$ cat src/rtl/pcs_sync.sv
// 1000BASE-X PCS receive synchronization FSM (comma detect / acquire sync / sync acquired levels).
// Consumes one classified code group per cg_valid strobe; all outputs are registered.
module pcs_sync #(
  parameter int GOOD_CGS = 4
) (
  input  logic       clk,
  input  logic       resetn,
  input  logic       cg_valid,
  input  logic       cg_comma,
  input  logic       cg_invalid,
  output logic       sync_status,
  output logic       rx_even,
  output logic [3:0] state,
  output logic [7:0] loss_count,
  output logic       sync_lost
);

  // state | meaning
  // LOSS  | loss of sync, hunting for a comma
  // CD1-3 | comma detected, expecting a /D/
  // AS1-2 | acquiring sync, expecting the next even comma
  // SA1   | sync acquired, no outstanding bad groups
  // SA2-4 | sync acquired, 1-3 bad levels outstanding
  typedef enum logic [3:0] {
    LOSS = 4'd0,
    CD1  = 4'd1,
    CD2  = 4'd2,
    CD3  = 4'd3,
    AS1  = 4'd4,
    AS2  = 4'd5,
    SA1  = 4'd8,
    SA2  = 4'd9,
    SA3  = 4'd10,
    SA4  = 4'd11
  } state_t;

  localparam logic [3:0] GOOD_LIM = GOOD_CGS[3:0];

  state_t     state_q, state_d;
  logic       rx_even_q, rx_even_d;
  logic [3:0] good_cnt_q, good_cnt_d;
  logic [7:0] loss_count_q, loss_count_d;
  logic       sync_lost_q, sync_lost_d;

  logic       cg_bad;
  logic       cg_data;
  logic [3:0] good_cnt_inc;

  assign cg_bad       = cg_invalid | (cg_comma & rx_even_q);
  assign cg_data      = ~cg_invalid & ~cg_comma;
  assign good_cnt_inc = good_cnt_q + 4'd1;

  always_ff @(posedge clk) begin
    if (!resetn) begin
      state_q      <= LOSS;
      rx_even_q    <= 1'b0;
      good_cnt_q   <= 4'd0;
      loss_count_q <= 8'd0;
      sync_lost_q  <= 1'b0;
    end else begin
      state_q      <= state_d;
      rx_even_q    <= rx_even_d;
      good_cnt_q   <= good_cnt_d;
      loss_count_q <= loss_count_d;
      sync_lost_q  <= sync_lost_d;
    end
  end

  always_comb begin
    state_d      = state_q;
    rx_even_d    = rx_even_q;
    good_cnt_d   = good_cnt_q;
    loss_count_d = loss_count_q;
    sync_lost_d  = 1'b0;

    if (cg_valid) begin
      rx_even_d  = ~rx_even_q;
      good_cnt_d = 4'd0;
      case (state_q)
        LOSS: begin
          if (cg_comma && !cg_invalid) begin
            state_d   = CD1;
            rx_even_d = 1'b1;
          end
        end
        CD1: state_d = cg_data ? AS1 : LOSS;
        CD2: state_d = cg_data ? AS2 : LOSS;
        CD3: state_d = cg_data ? SA1 : LOSS;
        AS1, AS2: begin
          if (cg_bad) begin
            state_d = LOSS;
          end else if (cg_comma) begin
            state_d   = (state_q == AS1) ? CD2 : CD3;
            rx_even_d = 1'b1;
          end
        end
        SA1: begin
          if (cg_bad) state_d = SA2;
        end
        SA2, SA3, SA4: begin
          if (cg_bad) begin
            case (state_q)
              SA2:     state_d = SA3;
              SA3:     state_d = SA4;
              default: state_d = LOSS;
            endcase
          end else if (good_cnt_inc == GOOD_LIM) begin
            case (state_q)
              SA2:     state_d = SA1;
              SA3:     state_d = SA2;
              default: state_d = SA3;
            endcase
          end else begin
            good_cnt_d = good_cnt_inc;
          end
        end
        default: state_d = LOSS;
      endcase

      // Only SA4 can fall back to LOSS from the sync-acquired levels.
      if (state_q == SA4 && state_d == LOSS) begin
        sync_lost_d = 1'b1;
        if (loss_count_q != 8'hFF) loss_count_d = loss_count_q + 8'd1;
      end
    end
  end

  always_comb begin
    sync_status = (state_q == SA1) || (state_q == SA2) ||
                  (state_q == SA3) || (state_q == SA4);
    rx_even     = rx_even_q;
    state       = state_q;
    loss_count  = loss_count_q;
    sync_lost   = sync_lost_q;
  end

endmodule

$ cat config.mk
export PLATFORM = sky130hd
export DESIGN_NAME = pcs_sync
export DESIGN_NICKNAME = d
export VERILOG_FILES = /design/src/rtl/pcs_sync.sv
export SDC_FILE = /design/constraint.sdc
export NUM_CORES = 1
export LEC_CHECK = 0
export CORE_MARGIN = 4
export CORE_UTILIZATION = 40
export DETAILED_ROUTE_END_ITERATION = 10
export HOLD_SLACK_MARGIN = 0.15
export PLACE_DENSITY = 0.69
export SKIP_CTS_REPAIR_TIMING = 1
export SLEW_MARGIN = 5
export SYNTH_ARGS = -nofsm -noshare
export SYNTH_HDL_FRONTEND = slang
export SYNTH_SLANG_ARGS = --single-unit
$ cat constraint.sdc
create_clock -name clk -period 5.29 [get_ports clk]
set_clock_uncertainty 0.2 [all_clocks]
set_input_delay 0.7935 -clock clk [delete_from_list [all_inputs] [get_ports clk]]
set_output_delay 0.7935 -clock clk [all_outputs]
set_load 0.02 [all_outputs]
==> impl_results.md, run 1 <==
* Syn_area_per_cell at 8.299 sq um
* Final setup vio count at 0
* Worst R2R Path Depth at 5
* Cell taking the most area after synthesis: dfxtp_1
* Seq/Total Area, Yosys at 31.24%
* Met3 Resource Use GR at 2.479%
* DP HPWL at 1904 microns
* Area grow syn2layout at 19.52%
* Setup crit start kind: flop
* Antenna Cells at 0
* GR Util met1 at 20.70%
* Clock latency on the worst-skew pair at 0.29 ns
* Switching power at 0.05939 mW
* Post-DRT Antenna Nets at 0
* Main flop type after synthesis: dfxtp_1
* I/O Buffers at 19
* Static Leak at 0.4453 nW
* Reg2reg setup slack at 3.09 ns
* Core area at 0.002758 sq mm
* Period utilization at 51.09%
* Setup TNS at 0 ns
* CP Capture Type: output port
* Worst reg2reg path startpoint: loss_count[0]
* Met2 GRT Util at 25.71%
* EDFF count, synth at 0
* Unrepaired setup endpoints after global routing: no
* Initial antenna violation count at 0
* H-tree depth at 1
* HP Class: reg2reg
* DRT Pass-1 Iters at 4
* Synth Warn # at 0
* Switching Fraction at 24.02%
* Die ar. at 0.003808 sq mm
* Final count of pins violating max slew at 0
* Logic pwr share at 8.7%
* CTS tree: built
* Syn Nets at 147
* WL per Instance at 14.04 microns
* GRT overflow at 0
* WP data arrival at 1.71 ns
* Register clock-pin slew on the reported worst setup and hold paths at 0.10 ns
* First-pass GRT wire length at 4533 microns
* Post-synth cell types at 46
* Most frequent cells in the layout: clkdlybuf4s50_1 (19), dfxtp_1 (18)
* FF-to-FF End: loss_count[1]
* Worst hold endpoint: loss_count[7]
* CP required at 4.30 ns
* Vias in the first global route at 1,035
* Placement Rows at 19
* Hold Path Cell Cnt at 2
* Clock power frac at 34.9%
* Internal power at 0.1878 mW
* Initial core utilization at 41.83%
* Max Root-Sink Buffers at 2
* Routed WL at 2598 microns
* Pwr Density at 179.3 mW/mm^2
* Largest net degree at the start of global routing at 17
* Die Wd at 61.71 microns
* Overall Global Routing Usage at 15.28%
* RePlAce Congestion at 0.8168
* Period minus WS final at 2.703 ns
* Via count at 1,106
* Normalized max-slew margin at 27.94%
* Drt drc at 0
* Gate Count Post-Synth at 139
* Die Span Y at 61.71 microns
* Status: complete, no violations
* Share of cells above drive strength 1 at 7.143%
* Ports at 20
* Ys async rst share at 0%
* Fmax at 0.3700 GHz
* DRT iter0 DRCs at 56
* Kind of critical path: reg2out
* Mapped Area at 0.001154 sq mm
* Vias per cell at 5.978
* Fin area at 0.001379 sq mm
* Max cap viols at 0
* Tightest Pin Transition at 1.073 ns
* Sequential Power Share at 56.4%
* Top cell type's share of synthesized area at 31.24%
* Min-delay src: loss_count[7]
* Clock Tree Root: clkbuf_4
* Finished Core Util at 50.00%
* Post-DP Area at 0.001343 sq mm
* Hold Fails Final Rpt at 0
* Nets at 163
* Sink Count at 18
* CTS buffer count at 3
* Most common cell after layout, fill and taps aside: clkdlybuf4s50_1
* CP max FO at 10
* GR peak layer: met2
* Peak supply drop at 0.09638 mV
* Yosys reg bits at 18
* Top post-synthesis cells by area: dfxtp_1 (31%), nand2b_1 (4.3%), a21oi_1 (3.5%)
==> area by class of cell <==
class	instances	area [sq um]
fillers	269	1379
multi-input cells	107	730.7
flip-flops and latches	18	360.3
inverters	6	22.52
repair buffers	19	190.2
clock buffers	4	36.28
well taps	31	38.79
==> stage by stage <==
step                      std cells  power, mW  worst slack, ns  hold WS [ns]
final                           185     0.2472            2.587        0.3145
after detailed placement        181     0.1643            2.420        0.3075
after floorplan                 139     0.1544            3.247        0.3006
after global routing            185     0.2578            2.495        0.3479
after global placement          181     0.1640            2.449        0.2903
after CTS                       185     0.2501            2.582        0.3232
==> how the worst max path moves through the flow <==
stage,startpoint,endpoint,slack [ns],cells past startpoint
global route,state[3],sync_status,2.49,3
detailed placement,cg_valid,loss_count[4],2.42,4
CTS,state[3],sync_status,2.58,3
finish,state[3],sync_status,2.59,3
floorplan,cg_invalid,state[0],3.25,4
global placement,cg_valid,loss_count[4],2.45,4
==> power groups by stage <==
stage	clock network, mW	registers [mW]	logic, mW
detailed placement	0	0.143	0.0217
global route	0.0944	0.140	0.0234
CTS	0.0889	0.139	0.0218
global placement	0	0.142	0.0215
floorplan	0	0.143	0.0117
finish	0.0862	0.139	0.0216
==> flip-flops by register name, summed over array words and instances, names as in the netlist <==
| signal | flops |
|---|---|
| loss_count | 8 |
| good_cnt_q | 4 |
| state | 4 |
| rx_even | 1 |
| sync_lost | 1 |
==> metal layers <==
| layer | part of all wire [%] | vias up | routed length (microns) |
|---|---|---|---|
| met4 | 0.38 | 0 | 10 |
| li1 | - | 559 | - |
| met1 | 47 | 523 | 1217 |
| met3 | 5.2 | 2 | 134 |
| met5 | 0 | - | 0 |
| met2 | 48 | 22 | 1236 |
==> synth_stat cells (all sizes together), types with 2 or more instances <==
cell type,instances
nand4,3
or3b,2
buf,3
dfxtp,18
ha,3
a21oi,8
o31ai,4
inv,6
or4,4
clkbuf,5
nor2b,3
nand3b,4
nor4,5
a31oi,4
mux2i,2
or3,2
nand2,8
o21ai,8
nor2,4
nand3,6
nor3b,3
nand2b,8
nor3,5
o211ai,3
a21o,3
==> critical path, cell delays in order, from the launching register on <==
cell and delay [ns]:
dfxtp_1 0.52, nand2b_1 0.15, inv_2 0.13, clkdlybuf4s50_1 0.62
==> logic make-up after synthesis <==
logic type | Yosys count | synth area share, %
mux | 2 | 1.735
buf+inv | 14 | 5.423
fa+ha+maj | 3 | 3.254
compound gates | 41 | 24.62
flops | 18 | 31.24
simple gates | 61 | 33.73
Power figures use the tool's default switching activity.
==> run 2, diff against run 1 <==
clock period = 2.75 ns   (was 5.29 ns; I/O delays follow)
==> run 2 against run 1 <==
  * Core utilization grew 0.54 points
  * Via count rose by 0.81%
  * Global-route usage is essentially flat
  * First-iteration DRC count is 48% higher
  * Die area did not move
  * Power grew 94%
  * Critical path depth is the same
  * Cell count is 1.1% higher
==> impl_results.md, run 2 (same netlist as run 1, synthesis figures left out) <==
* Status: complete, no violations
* Largest net degree at the start of global routing at 16 (-1)
* Peak supply drop at 0.2371 mV (+150%)
* Max Root-Sink Buffers at 2 (unchanged)
* Post-DRT Antenna Nets at 0 (unchanged)
* Max reg flops at 8 (unchanged)
* Share of cells above drive strength 1 at 8.333% (+1.2 points)
* Register clock-pin slew on the reported worst setup and hold paths at 0.11 ns (about the same)
* CP max FO at 10 (unchanged)
* Area grow syn2layout at 20.82%
* Via count at 1,115 (+0.81%)
* Placement Rows at 19 (unchanged)
* Ports at 20 (unchanged)
* Logic pwr share at 8.8% (about the same)
* Hold Fails Final Rpt at 0 (unchanged)
* Overall Global Routing Usage at 15.32% (+0.043 points)
* Vias in the first global route at 1,017 (-1.7%)
* Period utilization at 84.03%
* Final count of pins violating max slew at 0 (unchanged)
* Finished Core Util at 50.54% (+0.54 points)
* H-tree depth at 1 (unchanged)
* Most frequent cells in the layout: clkdlybuf4s50_1 (19), dfxtp_1 (18)
* Final setup vio count at 0 (unchanged)
* Initial core utilization at 41.83% (unchanged)
* CP Capture Type: output port
* Antenna Cells at 0 (unchanged)
* Worst reg2reg path startpoint: state[0]
* Drt drc at 0 (unchanged)
* Normalized max-slew margin at 59.61% (+32 points)
* Kind of critical path: reg2out
* Min-delay src: loss_count[5]
* Die ar. at 0.003808 sq mm (unchanged)
* Nets at 165 (+1.2%)
* Die Span Y at 61.71 microns (unchanged)
* Switching power at 0.1177 mW (+98%)
* First-pass GRT wire length at 4485 microns (-1.1%)
* I/O Buffers at 19 (unchanged)
* CP required at 2.14 ns (-2.16 ns)
* GRT overflow at 0 (unchanged)
* Tightest Pin Transition at 0.6013 ns (-0.4714 ns)
* Die Wd at 61.71 microns (unchanged)
* Sequential Power Share at 56.0% (-0.4 points)
* Clock power frac at 35.2% (+0.3 points)
* Internal power at 0.3624 mW (+93%)
* Worst Setup SP: state[3]
* CTS buffer count at 3 (unchanged)
* DRT Pass-1 Iters at 4 (unchanged)
* HP Class: reg2reg
* RePlAce Congestion at 0.8148 (-0.24%)
* Routed WL at 2610 microns (+0.46%)
* Clock Tree Root: clkbuf_4
* Setup crit start kind: flop
* Max cap viols at 0 (unchanged)
* Unrepaired setup endpoints after global routing: no
* Period minus WS final at 2.311 ns
* Vias per cell at 5.963 (-0.26%)
* DP HPWL at 1875 microns (-1.5%)
* Clock latency on the worst-skew pair at 0.30 ns (about the same)
* Static Leak at 0.4556 nW (+2.3%)
* CTS tree: built
* Switching Fraction at 24.52% (+0.50 points)
* Setup TNS at 0 ns (unchanged)
* WP data arrival at 1.70 ns (about the same)
* WL per Instance at 13.96 microns (-0.61%)
* Initial antenna violation count at 0 (unchanged)
* DRT iter0 DRCs at 83 (+48%)
* Fmax at 0.4327 GHz
* Most common cell after layout, fill and taps aside: clkdlybuf4s50_1
* Sink Count at 18 (unchanged)
* Pwr Density at 344.5 mW/mm^2 (+92%)
* Core area at 0.002758 sq mm (unchanged)
## run 2: worst max-delay path, cell delays in order, from the launching register on
cell,delay (ns)
dfxtp_1,0.50
nand2b_1,0.16
inv_2,0.12
clkdlybuf4s50_1,0.62
## run 2: power by group through the flow
stage / clock, mW / sequential, mW / combinational (mW)
after floorplan: 0 / 0.274 / 0.0225
after global placement: 0 / 0.274 / 0.0420
after detailed placement: 0 / 0.274 / 0.0425
after CTS: 0.174 / 0.269 / 0.0425
after global routing: 0.187 / 0.270 / 0.0455
final: 0.169 / 0.269 / 0.0423
## run 2: layer usage
metal | GRT usage, % | part of all wire [%] | routed length, microns
met1 | 19.32 | 47 | 1223
met2 | 26.31 | 46 | 1210
met3 | 4.959 | 6.2 | 162
met4 | 1.818 | 0.50 | 13
met5 | 0 | 0 | 0
## run 2: worst paths after layout
path / end / slack [ns] / cells after the start
setup reg to reg: loss_count[3] / 0.71 / 4
hold reg to reg: loss_count[5] / 0.32 / 2
hold / removal: loss_count[5] / 0.32 / 2
setup / recovery: sync_status / 0.44 / 3
## run 2: per-stage QoR
stage                     cells  setup WS (ns)  area (sq um)  hold slack (ns)  power (mW)
after floorplan             139         0.9035          1154           0.3006      0.2970
after global placement      183         0.3804          1358           0.2896      0.3165
after detailed placement    183         0.3155          1358           0.3016      0.3170
after CTS                   187         0.4377          1394           0.3173      0.4851
after global routing        187         0.3104          1394           0.3343      0.5018
final                       187         0.4391          1394           0.3150      0.4802
## run 2: cell type report
type | instances | area [sq um]
sequential | 18 | 360.3
tap | 31 | 38.79
fill | 276 | 1364
multi-input combinational | 107 | 730.7
timing repair buffer | 21 | 205.2
inverter | 6 | 22.52
clock buffer | 4 | 36.28
==> run 3, diff against run 2 <==
clock period = 2.3 ns   (was 2.75 ns; I/O delays follow)
==> run 3 against run 2 <==
  * Global-route usage shrank 0.21 points
  * Largest cell class unchanged
  * Hold slack gained 0.0056 ns
  * First-iteration DRC count shrank 55%
  * Clock power grew 15%
  * Cell count grew 4.8%
  * Sequential cell count is the same
  * Core utilization grew 2.5 points
  * Wire length grew 3.4%
  * Critical path type unchanged
  * Sequential power grew 19%
  * Via count grew 3.4%
  * Clock-buffer cell count is the same
  * Largest power group unchanged
==> impl_results.md, run 3 (same netlist as run 1, synthesis figures left out) <==
* Status: complete, no violations
* Worst R2R Path Depth at 5 (+1)
* Pwr Density at 391.9 mW/mm^2 (+14%)
* Placed cell count at 192 (+4.9%)
* Overall Global Routing Usage at 15.11% (-0.21 points)
* CTS buffer count at 3 (unchanged)
* Antenna Cells at 0 (unchanged)
* Kind of critical path: reg2out
* FF-to-FF End: loss_count[6]
* WL per Instance at 13.77 microns (-1.4%)
* Final count of pins violating max slew at 0 (unchanged)
* Period utilization at 89.83%
* Finished Layout Cells at 196 (+4.8%)
* RePlAce Congestion at 0.8373 (+2.8%)
* Clock Tree Root: clkbuf_4
* Internal power at 0.4395 mW (+21%)
* Ports at 20 (unchanged)
* Die Wd at 61.71 microns (unchanged)
* WP data arrival at 1.52 ns (-0.18 ns)
* Vias per cell at 5.883 (-1.3%)
* I/O Buffers at 19 (unchanged)
* CTS tree: built
* Fin Hold WS at 0.3206 ns (+0.005564 ns)
* Finished Core Util at 53.09% (+2.5 points)
* CP max FO at 13 (+3)
* Peak supply drop at 0.2511 mV (+5.9%)
* Vias in the first global route at 1,035 (+1.8%)
* Routed WL at 2698 microns (+3.4%)
* Sequential Power Share at 55.8% (-0.2 points)
* Critical path's slowest cell: clkdlybuf4s50_1
* Die Span Y at 61.71 microns (unchanged)
* Fmax at 0.4840 GHz
* Number of buffers and inverters on the critical path at 1 (-1)
* CP required at 1.75 ns (-0.39 ns)
* Clock power frac at 33.9% (-1.3 points)
* Hold Path Cell Cnt at 2 (unchanged)
* Die ar. at 0.003808 sq mm (unchanged)
* HP Class: reg2reg
* Placement Rows at 19 (unchanged)
* CP Capture Type: output port
* CP endpoint: state[1]
* DRT iter0 DRCs at 37 (-55%)
* Levels on crit path at 1 (-2)
* Worst path max stage delay at 0.68 ns (+0.06 ns)
* Via count at 1,153 (+3.4%)
* Crit-path cells: clkdlybuf4s50_1
* Setup TNS at 0 ns (unchanged)
* Nets at 174 (+5.5%)
* Post-DRT Antenna Nets at 0 (unchanged)
* Largest net degree at the start of global routing at 14 (-2)
* Normalized max-slew margin at 67.16% (+7.5 points)
* Logic pwr share at 10.2% (+1.4 points)
* Max Root-Sink Buffers at 2 (unchanged)
* First-pass GRT wire length at 4457 microns (-0.62%)
* Core area at 0.002758 sq mm (unchanged)
* Static Leak at 0.5182 nW (+14%)
* CP top delay family: buffers and inverters
* Sink Count at 18 (unchanged)
* Min-delay src: loss_count[7]
* Post-DP Area at 0.001425 sq mm (+5.0%)
* Drt drc at 0 (unchanged)
* Switching power at 0.1342 mW (+14%)
* Fin area at 0.001464 sq mm (+5.0%)
* Area grow syn2layout at 26.90%
* Max reg flops at 8 (unchanged)
* Initial core utilization at 41.83% (unchanged)
* Tightest Pin Transition at 0.4916 ns (-0.1096 ns)
* Most frequent cells in the layout: dfxtp_1 (18), clkdlybuf4s50_1 (18), buf_4 (11)
* Reg2reg setup slack at 0.39 ns (-0.32 ns)
* GRT overflow at 0 (unchanged)
* Clock latency on the worst-skew pair at 0.29 ns (about the same)
* Final setup vio count at 0 (unchanged)
* Max cap viols at 0 (unchanged)
* DRT Pass-1 Iters at 4 (unchanged)
* Worst reg2reg path startpoint: state[1]
* Share of cells above drive strength 1 at 13.33% (+5.0 points)
* Switching Fraction at 23.39% (-1.1 points)
* Unrepaired setup endpoints after global routing: no
* Hold Fails Final Rpt at 0 (unchanged)
* Register clock-pin slew on the reported worst setup and hold paths at 0.11 ns (about the same)
* Worst Setup SP: state[1]
* H-tree depth at 1 (unchanged)
* Period minus WS final at 2.066 ns
* Initial antenna violation count at 0 (unchanged)
* Setup crit start kind: flop
* DP HPWL at 2100 microns (+12%)
-- run 3: layout make-up --
| class | instances | area [sq um] |
|---|---|---|
| Multi-Input combinational cell | 107 | 730.7 |
| Fill cell | 265 | 1294 |
| Tap cell | 31 | 38.79 |
| Inverter | 6 | 22.52 |
| Sequential cell | 18 | 360.3 |
| Timing Repair Buffer | 30 | 275.3 |
| Clock buffer | 4 | 36.28 |
-- run 3: through the flow --
| step | power (mW) | worst slack [ns] |
|---|---|---|
| floorplan | 0.3551 | 0.4535 |
| global placement | 0.3857 | 0.1323 |
| detailed placement | 0.3864 | 0.07546 |
| CTS | 0.5845 | 0.05169 |
| global route | 0.6036 | 0.1519 |
| finish | 0.5738 | 0.2338 |
-- run 3: layer usage --
metal  vias to the layer above  global-route usage (%)  share of wire (%)
met2                        24                   25.11                 50
met1                       545                   18.95                 45
met3                         2                   3.512                4.8
met5                         -                       0                  0
met4                         0                   5.758               0.56
li1                        582                       -                  -
-- run 3: worst min path at each step --
stage	endpoint	slack [ns]
global placement	loss_count[5]	0.29
detailed placement	loss_count[7]	0.30
CTS	loss_count[7]	0.32
floorplan	good_cnt_q[2]	0.30
global route	loss_count[7]	0.34
finish	loss_count[7]	0.32
-- run 3: power by group through the flow --
stage	clock network [mW]	logic [mW]	registers (mW)
floorplan	0	0.0269	0.328
global placement	0	0.0580	0.328
detailed placement	0	0.0588	0.328
CTS	0.205	0.0592	0.321
global route	0.219	0.0635	0.321
finish	0.195	0.0586	0.320
